--- src/rtl/alu_sequencer.sv ---
// alu_sequencer: program sequencer for the 3-bit-opcode ALU datapath.
// Host-loaded instruction store and register file; fetch / exec / writeback loop.

package alu_sequencer_pkg;

   typedef enum logic [2:0] {
      OP_NOP  = 3'd0,
      OP_ADD  = 3'd1,
      OP_SUB  = 3'd2,
      OP_AND  = 3'd3,
      OP_OR   = 3'd4,
      OP_XOR  = 3'd5,
      OP_LSL  = 3'd6,
      OP_HALT = 3'd7
   } op_e;

   typedef struct packed {
      op_e        op;
      logic [2:0] rd;
      logic [2:0] rs1;
      logic [2:0] rs2;
   } instr_t;

   typedef enum logic [2:0] {
      S_IDLE,
      S_FETCH,
      S_EXEC,
      S_WB,
      S_DONE
   } state_e;

endpackage

module alu_sequencer
   import alu_sequencer_pkg::*;
#(
   parameter int DATA_W    = 32,
   parameter int NUM_INSTR = 16,
   parameter int NUM_REGS  = 8,
   parameter int EXEC_WAIT = 1
) (
   input  logic                         clk,
   input  logic                         rst_n,
   input  logic                         start,
   input  logic [$clog2(NUM_INSTR):0]   prog_len,
   input  logic                         prog_we,
   input  logic [$clog2(NUM_INSTR)-1:0] prog_addr,
   input  logic [11:0]                  prog_data,
   input  logic                         reg_we,
   input  logic [2:0]                   reg_waddr,
   input  logic [DATA_W-1:0]            reg_wdata,
   input  logic [2:0]                   reg_raddr,
   output logic [DATA_W-1:0]            reg_rdata,
   output logic                         alu_en,
   output logic [2:0]                   alu_ctrl,
   output logic [DATA_W-1:0]            alu_a,
   output logic [DATA_W-1:0]            alu_b,
   input  logic [DATA_W-1:0]            alu_result,
   input  logic                         alu_v,
   input  logic                         alu_c,
   input  logic                         alu_n,
   input  logic                         alu_z,
   output logic [3:0]                   flags,
   output logic [$clog2(NUM_INSTR)-1:0] pc,
   output logic                         busy,
   output logic                         done
);

   localparam int PC_W  = $clog2(NUM_INSTR);
   localparam int LEN_W = PC_W + 1;
   localparam int CNT_W = (EXEC_WAIT > 1) ? $clog2(EXEC_WAIT) : 1;

   state_e              state_q;
   state_e              state_d;
   logic [PC_W-1:0]     pc_q;
   logic [LEN_W-1:0]    len_q;
   logic [LEN_W-1:0]    len_clamp;
   logic [LEN_W-1:0]    pc_next;
   logic                last;
   op_e                 ir_op_q;
   logic [2:0]          ir_rd_q;
   logic [CNT_W-1:0]    cnt_q;
   logic [3:0]          flags_q;
   logic [3:0]          flags_d;
   logic [2:0]          ctrl_q;
   logic [DATA_W-1:0]   a_q;
   logic [DATA_W-1:0]   b_q;
   logic [DATA_W-1:0]   rf_q [NUM_REGS];
   logic [11:0]         imem [NUM_INSTR];
   instr_t              fetch;
   logic                wb_we;
   logic                host_we;
   logic                is_nop;
   logic                is_add;
   logic                is_sub;
   logic                is_halt;

   assign len_clamp = (prog_len > LEN_W'(NUM_INSTR)) ?
                      LEN_W'(NUM_INSTR) : prog_len;
   assign pc_next   = {1'b0, pc_q} + LEN_W'(1);
   assign last      = (pc_next == len_q);
   assign fetch     = instr_t'(imem[pc_q]);
   assign host_we   = reg_we && (state_q == S_IDLE);

   assign is_nop    = (ir_op_q == OP_NOP);
   assign is_add    = (ir_op_q == OP_ADD);
   assign is_sub    = (ir_op_q == OP_SUB);
   assign is_halt   = (ir_op_q == OP_HALT);

   // Program store has no reset; only the host can fill it, and only when idle.
   always_ff @(posedge clk) begin
      if (prog_we && (state_q == S_IDLE)) begin
         imem[prog_addr] <= prog_data;
      end
   end

   always_ff @(posedge clk or negedge rst_n) begin
      if (!rst_n) begin
         state_q <= S_IDLE;
      end else begin
         state_q <= state_d;
      end
   end

   always_comb begin
      state_d = state_q;
      unique case (state_q)
         S_IDLE: begin
            if (start) begin
               state_d = (len_clamp == '0) ? S_DONE : S_FETCH;
            end
         end
         S_FETCH: state_d = S_EXEC;
         S_EXEC: begin
            if (cnt_q == CNT_W'(EXEC_WAIT - 1)) begin
               state_d = S_WB;
            end
         end
         S_WB: begin
            if (is_halt || last) begin
               state_d = S_DONE;
            end else begin
               state_d = S_FETCH;
            end
         end
         S_DONE:  state_d = S_IDLE;
         default: state_d = S_IDLE;
      endcase
   end

   // ADD owns v/c, SUB owns n/z; everything else leaves flags alone.
   always_comb begin
      flags_d = flags_q;
      wb_we   = 1'b0;
      if (state_q == S_WB) begin
         unique case (1'b1)
            is_nop, is_halt: ;
            is_add: begin
               flags_d[3:2] = {alu_v, alu_c};
               wb_we        = 1'b1;
            end
            is_sub: begin
               flags_d[1:0] = {alu_n, alu_z};
               wb_we        = 1'b1;
            end
            default: wb_we = 1'b1;
         endcase
      end
   end

   always_ff @(posedge clk or negedge rst_n) begin
      if (!rst_n) begin
         pc_q    <= '0;
         len_q   <= '0;
         ir_op_q <= OP_NOP;
         ir_rd_q <= '0;
         cnt_q   <= '0;
         flags_q <= '0;
         ctrl_q  <= '0;
         a_q     <= '0;
         b_q     <= '0;
      end else begin
         flags_q <= flags_d;
         unique case (state_q)
            S_IDLE: begin
               if (start) begin
                  pc_q  <= '0;
                  len_q <= len_clamp;
               end
            end
            S_FETCH: begin
               ir_op_q <= fetch.op;
               ir_rd_q <= fetch.rd;
               ctrl_q  <= fetch.op;
               a_q     <= rf_q[fetch.rs1];
               b_q     <= rf_q[fetch.rs2];
               cnt_q   <= '0;
            end
            S_EXEC: cnt_q <= cnt_q + CNT_W'(1);
            S_WB: begin
               // pc saturates at the last slot; only start rewinds it
               if (!is_halt && (pc_q != PC_W'(NUM_INSTR - 1))) begin
                  pc_q <= pc_q + PC_W'(1);
               end
            end
            default: ;
         endcase
      end
   end

   always_ff @(posedge clk or negedge rst_n) begin
      if (!rst_n) begin
         for (int i = 0; i < NUM_REGS; i++) begin
            rf_q[i] <= '0;
         end
      end else if (wb_we) begin
         rf_q[ir_rd_q] <= alu_result;
      end else if (host_we) begin
         rf_q[reg_waddr] <= reg_wdata;
      end
   end

   assign reg_rdata = rf_q[reg_raddr];
   assign alu_en    = (state_q == S_EXEC) || (state_q == S_WB);
   assign alu_ctrl  = ctrl_q;
   assign alu_a     = a_q;
   assign alu_b     = b_q;
   assign flags     = flags_q;
   assign pc        = pc_q;
   assign busy      = (state_q == S_FETCH) || alu_en;
   assign done      = (state_q == S_DONE);

endmodule

--- config.mk ---
export PLATFORM = sky130hd
export DESIGN_NAME = alu_sequencer
export DESIGN_NICKNAME = d
export VERILOG_FILES = /design/src/rtl/alu_sequencer.sv
export SDC_FILE = /design/constraint.sdc
export NUM_CORES = 1
export LEC_CHECK = 0
export BUFFER_PORTS_ARGS = -buffer_cell sky130_fd_sc_hd__buf_2
export CAP_MARGIN = 20
export CORE_MARGIN = 8
export CORE_UTILIZATION = 25
export CTS_CLUSTER_SIZE = 40
export DETAILED_ROUTE_END_ITERATION = 16
export PLACE_DENSITY = 0.44
export SYNTH_ARGS = -nofsm -noshare
export SYNTH_HDL_FRONTEND = slang
export SYNTH_SLANG_ARGS = --single-unit
--- constraint.sdc ---
create_clock -name clk -period 5.29 [get_ports clk]
set_clock_uncertainty 0.15 [all_clocks]
set_input_delay 0.7935 -clock clk [delete_from_list [all_inputs] [get_ports clk]]
set_output_delay 0.7935 -clock clk [all_outputs]
set_load 0.005 [all_outputs]
==> results.yml, run 1 <==
logic_synthesis:
  netlist_area_sq_um: 28430
  ys.flop_type: "dfrtp_1"
  yosysTopAreaCell: "dfrtp_1"
  yosysWarningCount: 0
  syn_inst: 2332
  synth_cell_type_count: 56
  synth_common_cells: "343 x dfrtp_1, 238 x o221ai_1, 225 x o21a_1, 192 x edfxtp_1, 165 x clkbuf_1"
  synthMostInstantiatedCell: "dfrtp_1"
  async_flop_share_pct: 64.11
  synth_top_area_share_pct: 30.19
  seq_area_frac_synth_pct: 50.47
  ys_ff_latch: 535
  syn_nets: 2433
  synth_area_leaders: "dfrtp_1 30%, edfxtp_1 20%, o221ai_1 7.3%"
  avgSynthCellArea_sq_um: 12.19
  synth-edff-count: 192
clock_tree:
  clkLatencyLatePin_ns: 0.63
  cts_buffers: 68
  ctsHoldBuffers: 0
  cts.sinks: 535
  clock-root-buffer: "clkbuf_16"
  path_clk_slew_ns: 0.06
  postCtsSetupBuffers: 0
  h-tree-depth: 3
  cts_resized: 0
  cts_tree: "done"
  cts.path.max_buffers: 3
critical_path:
  path_delay_family: "simple AND/OR/NAND/NOR gates"
  reg2reg_depth: 7
  r2r-end: "alu_b[12]"
  crit_chain: "nand2b_1, o221ai_1, a2bb2oi_4, nand2_2, buf_4, a211oi_1, nor3_1"
  rrSetupSlack_ns: 1.25
  worstPathRequired_ns: 5.68
  path_buf_inv: 1
  crit_slowest_cell: "dfrtp_1"
  reg2reg_from: "pc[1]"
  worst-setup-path-type: "flop to flop"
  end_kind: "flop"
  crit_path_start_kind: "flop"
  cpPeakStageDelay_ns: 0.96
  path_max_fanout: 40
  arrival_ns: 4.43
job:
  maxCapViolations: 0
finish:
  areaGrowthSynthToFinish_pct: 17.22
  layout-drive-gt1-share_pct: 23.31
  final_util_pct: 29.58
  fillCellCount: 11516
  nets: 2545
  num_antenna_cells: 0
sta:
  tns_ns: 0
  setup_viol: 0
  slew_violations: 0
  relSlewSlack_pct: 23.82
  finalCritPeriodShare_pct: 76.41
  rsz0062_at_grt: "no"
  clock.fmax_mhz: 247.4
  timing.final.hold_violations: 0
  fin_crit_ns: 4.042
  tightest_slew_ns: 1.143
die:
  die_w_um: 353.2
  dieArea_sq_um: 124800
  initial_core_util_pct: 25.24
  ios: 210
  die_y_um: 353.2
  rows: 123
  core_area_sq_um: 112700
grt:
  grt_first_pass_wirelength_um: 174900
  antenna_found_initial: 4
  grt_max_degree: 115
  grt_pass1_vias: 23784
  grt_usage_pct: 18.67
  overflow: 0
status:
  status: "complete, no violations"
drt:
  drtIter0Drc: 2355
  routed_wl_um: 121400
  dr_total_vias: 23271
  drc_errors: 0
  drt-pass1-iter-count: 6
  via_per_inst: 5.828
  wl_per_cell_um: 30.41
  ant_nets: 0
placement:
  dpl.hpwl_um: 73410
  place_congestion: 0.7957
  portBuffers: 209
power:
  vdd_drop_max_uv: 382.8
  power_density_nw_per_um2: 651.9
  leakage_uw: 0.01240
worst_hold_path:
  min_path_type: "input port to asynchronous set/reset pin"
through the flow:
stage          area (sq um)  power (uW)  instances  worst slack, ns  hold WS (ns)
3_5_place_dp          31180       17230       3870            1.249        0.3434
2_1_floorplan         28430       13240       2332            1.807        0.3130
5_1_grt               33330       22830       3993            1.075        0.1517
4_1_cts               33270       21790       3989            1.259        0.1444
3_3_place_gp          31180       17030       3870            1.351        0.3372
6_report              33330       21730       3993            1.248       0.07426
kinds of logic after synthesis:
family	share of synthesized area (%)
buffers and inverters	3.956
adder cells (fa/ha/maj)	0.04400
AO/OA/AOI/OAI	21.76
flip-flops	50.47
multiplexers	15.05
XOR/XNOR	0.1540
AND/OR/NAND/NOR	8.568
cell usage in the layout (no fill, tap or decap), types with 22 or more instances in the layout:
| cell type | netlist | final |
|---|---|---|
| buf_4 | 8 | 72 |
| mux4_2 | 92 | 92 |
| buf_2 | 47 | 207 |
| dfrtp_1 | 343 | 342 |
| and3_1 | 129 | 128 |
| mux2_2 | 49 | 49 |
| o221ai_1 | 238 | 238 |
| a211oi_1 | 125 | 125 |
| clkbuf_16 | 0 | 70 |
| nor3_1 | 92 | 87 |
| mux2i_1 | 160 | 160 |
| nor2_1 | 93 | 92 |
| a221o_1 | 88 | 88 |
| o21a_1 | 225 | 225 |
| o21ai_0 | 22 | 22 |
| nand2_1 | 101 | 99 |
| edfxtp_1 | 192 | 192 |
routing by layer:
| layer | track usage [%] | vias up | routed length, um |
|---|---|---|---|
| li1 | - | 9671 | - |
| met2 | 29.68 | 1142 | 55930 |
| met3 | 4.279 | 309 | 9109 |
| met1 | 24.37 | 12149 | 51120 |
| met5 | 0 | - | 0 |
| met4 | 7.904 | 0 | 5262 |
worst max-delay path by stage:
| stage | startpoint | end | slack, ns | cells after the start |
|---|---|---|---|---|
| 2_1_floorplan | reg_raddr[0] | reg_rdata[0] | 1.81 | 4 |
| 3_3_place_gp | pc[1] | alu_a[18] | 1.35 | 7 |
| 3_5_place_dp | pc[1] | alu_b[12] | 1.25 | 7 |
| 4_1_cts | pc[1] | alu_b[18] | 1.26 | 7 |
| 5_1_grt | pc[1] | alu_a[18] | 1.08 | 7 |
| 6_report | pc[1] | alu_b[12] | 1.25 | 7 |
final cells by class:
type	count	area, sq um	area share, %
clock buffer	98	1927	5.781
clock inverter	21	163.9	0.4918
tap	1500	1877	5.631
timing repair buffer	293	1833	5.500
sequential	535	14350	43.06
inverter	3	11.26	0.03379
multi-input combinational	1543	13160	39.50
state kept, by name (all words and copies together) (netlist names):
| signal | cells |
|---|---|
| alu_b | 32 |
| cnt_q | 1 |
| rf_q | 256 |
| pc | 4 |
| imem | 192 |
| state_q | 3 |
| flags | 4 |
| ir_rd_q | 3 |
| len_q | 5 |
| alu_ctrl | 3 |
| alu_a | 32 |
report_power, final:
part	internal, uW	switching [uW]	total [uW]
logic	4060	5840	9900
clock network	2590	1890	4470
registers	5700	1660	7350
(Power assumes the default switching activity.)
==> run 2: changes to the inputs <==
==> constraint.sdc (replaced) <==
create_clock -name clk -period 4.15 [get_ports clk]
set_clock_uncertainty 0.15 [all_clocks]
set_input_delay 0.6225 -clock clk [delete_from_list [all_inputs] [get_ports clk]]
set_output_delay 0.6225 -clock clk [all_outputs]
set_load 0.005 [all_outputs]
==> results.yml, run 2 (synthesized netlist as in run 1, its figures left out) <==
status:
  status: "complete, no violations"
clock_tree:
  cts_resized: 0
  cts.sinks: 535
  h-tree-depth: 3
  postCtsSetupBuffers: 0
  cts.path.max_buffers: 3
  cts_tree: "done"
  cts_buffers: 69
  clock-root-buffer: "clkbuf_16"
  clkLatencyLatePin_ns: 0.62
  ctsHoldBuffers: 1
  path_clk_slew_ns: 0.06
drt:
  wl_met3_um: 10000
  routed_wl_um: 124600
  dr_total_vias: 23668
  wl_met2_um: 56890
  maxUsedRoutingLayer: "met4"
  drt-pass1-iter-count: 5
  drtIter0Drc: 2506
  via_per_inst: 5.893
  wl_per_cell_um: 31.03
  wl_met1_um: 52870
  ant_nets: 0
  drc_errors: 0
die:
  core_area_sq_um: 112700
  rows: 123
  initial_core_util_pct: 25.24
  die_w_um: 353.2
  ios: 210
  die_y_um: 353.2
  dieArea_sq_um: 124800
worst_hold_path:
  min_path_cells: 2
  min_path_type: "input port to flop"
  min_from: "alu_v"
  holdPathEnd: "flags[3]"
job:
  maxCapViolations: 0
sta:
  rsz0062_at_grt: "no"
  relSlewSlack_pct: 27.71
  tightest_slew_ns: 1.084
  clock.fmax_mhz: 268.5
  finalCritPeriodShare_pct: 89.75
  slew_violations: 0
  tns_ns: 0
  fin_crit_ns: 3.725
  setup_viol: 0
  timing.final.hold_violations: 0
critical_path:
  reg2reg_depth: 7
  worst-setup-path-type: "flop to flop"
  rrSetupSlack_ns: 0.43
  reg2reg_from: "pc[0]"
  arrival_ns: 4.06
  end_kind: "flop"
  path_max_fanout: 29
  worstPathRequired_ns: 4.48
  crit_path_start_kind: "flop"
  r2r-end: "alu_a[4]"
finish:
  instances_no_fill: 4016
  final_util_pct: 29.97
  layout-drive-gt1-share_pct: 23.86
  largest_register_ffs: 256
  final_cell_mix: "342 x dfrtp_1, 238 x o221ai_1, 225 x o21a_1"
  top_regs: "rf_q (256), imem (192)"
  largest-register: "rf_q"
  final_common_cell: "dfrtp_1"
  fillCellCount: 11437
  nets: 2559
  areaGrowthSynthToFinish_pct: 18.77
grt:
  grt_first_pass_wirelength_um: 177600
  grt_pass1_vias: 23731
  overflow: 0
  grt_max_degree: 96
  grt_usage_pct: 19.06
  antenna_found_initial: 2
placement:
  portBuffers: 209
  dpl.hpwl_um: 73880
  dp.cells: 3886
  place_congestion: 0.8052
power:
  power_density_nw_per_um2: 840.4
  vdd_drop_max_uv: 686.8
  leakage_uw: 0.01261
==> run 2: power breakdown <==
group	leakage, uW	internal [uW]	switching (uW)	total, uW
sequential	0.00582	7260	2030	9290
clock	0.00113	3620	2470	6090
combinational	0.00566	5320	7680	13000
==> run 2: worst max-delay path, stage by stage, from the launching register on <==
cell and delay, ns:
dfrtp_4 0.76, mux4_2 0.63, a22oi_1 0.36, nand3_1 0.14, or2_1 0.65, buf_4 0.42
a211oi_1 0.32, nor3_1 0.10
==> run 2: worst max path at each step <==
stage                             from            to
after global routing             pc[0]      alu_a[0]
after detailed placement         pc[0]      alu_a[0]
final                            pc[0]      alu_a[4]
after floorplan           reg_raddr[0]  reg_rdata[0]
after CTS                        pc[0]      alu_a[0]
after global placement           pc[0]      alu_a[0]
==> run 2: per-stage QoR <==
| step | setup WS, ns | hold WS, ns | total power, uW | cell area, sq um |
|---|---|---|---|---|
| 2_1_floorplan | 1.009 | 0.1769 | 16880 | 28430 |
| 3_3_place_gp | 0.5687 | 0.3362 | 21990 | 31470 |
| 3_5_place_dp | 0.5451 | 0.3507 | 22210 | 31470 |
| 4_1_cts | 0.5289 | 0.02758 | 28420 | 33760 |
| 5_1_grt | 0.3192 | 0.05836 | 29710 | 33760 |
| 6_report | 0.4252 | 0.08605 | 28380 | 33770 |
==> run 2: final cells by class <==
cell class,count,area (sq um),share of cell area (%)
diodes,1,2.502,0.007411
clock buffers,104,2095,6.203
clock inverters,24,190.2,0.5632
inverters,3,11.26,0.03335
multi-input cells,1543,13160,38.98
flip-flops and latches,535,14350,42.51
well taps,1500,1877,5.558
repair buffers,306,2077,6.151
==> run 2: per-layer routing <==
| metal | track usage [%] | up-vias |
|---|---|---|
| met3 | 4.434 | 312 |
| met2 | 29.95 | 1247 |
| met5 | 0 | - |
| met4 | 7.661 | 0 |
| met1 | 25.25 | 12394 |
| li1 | - | 9715 |
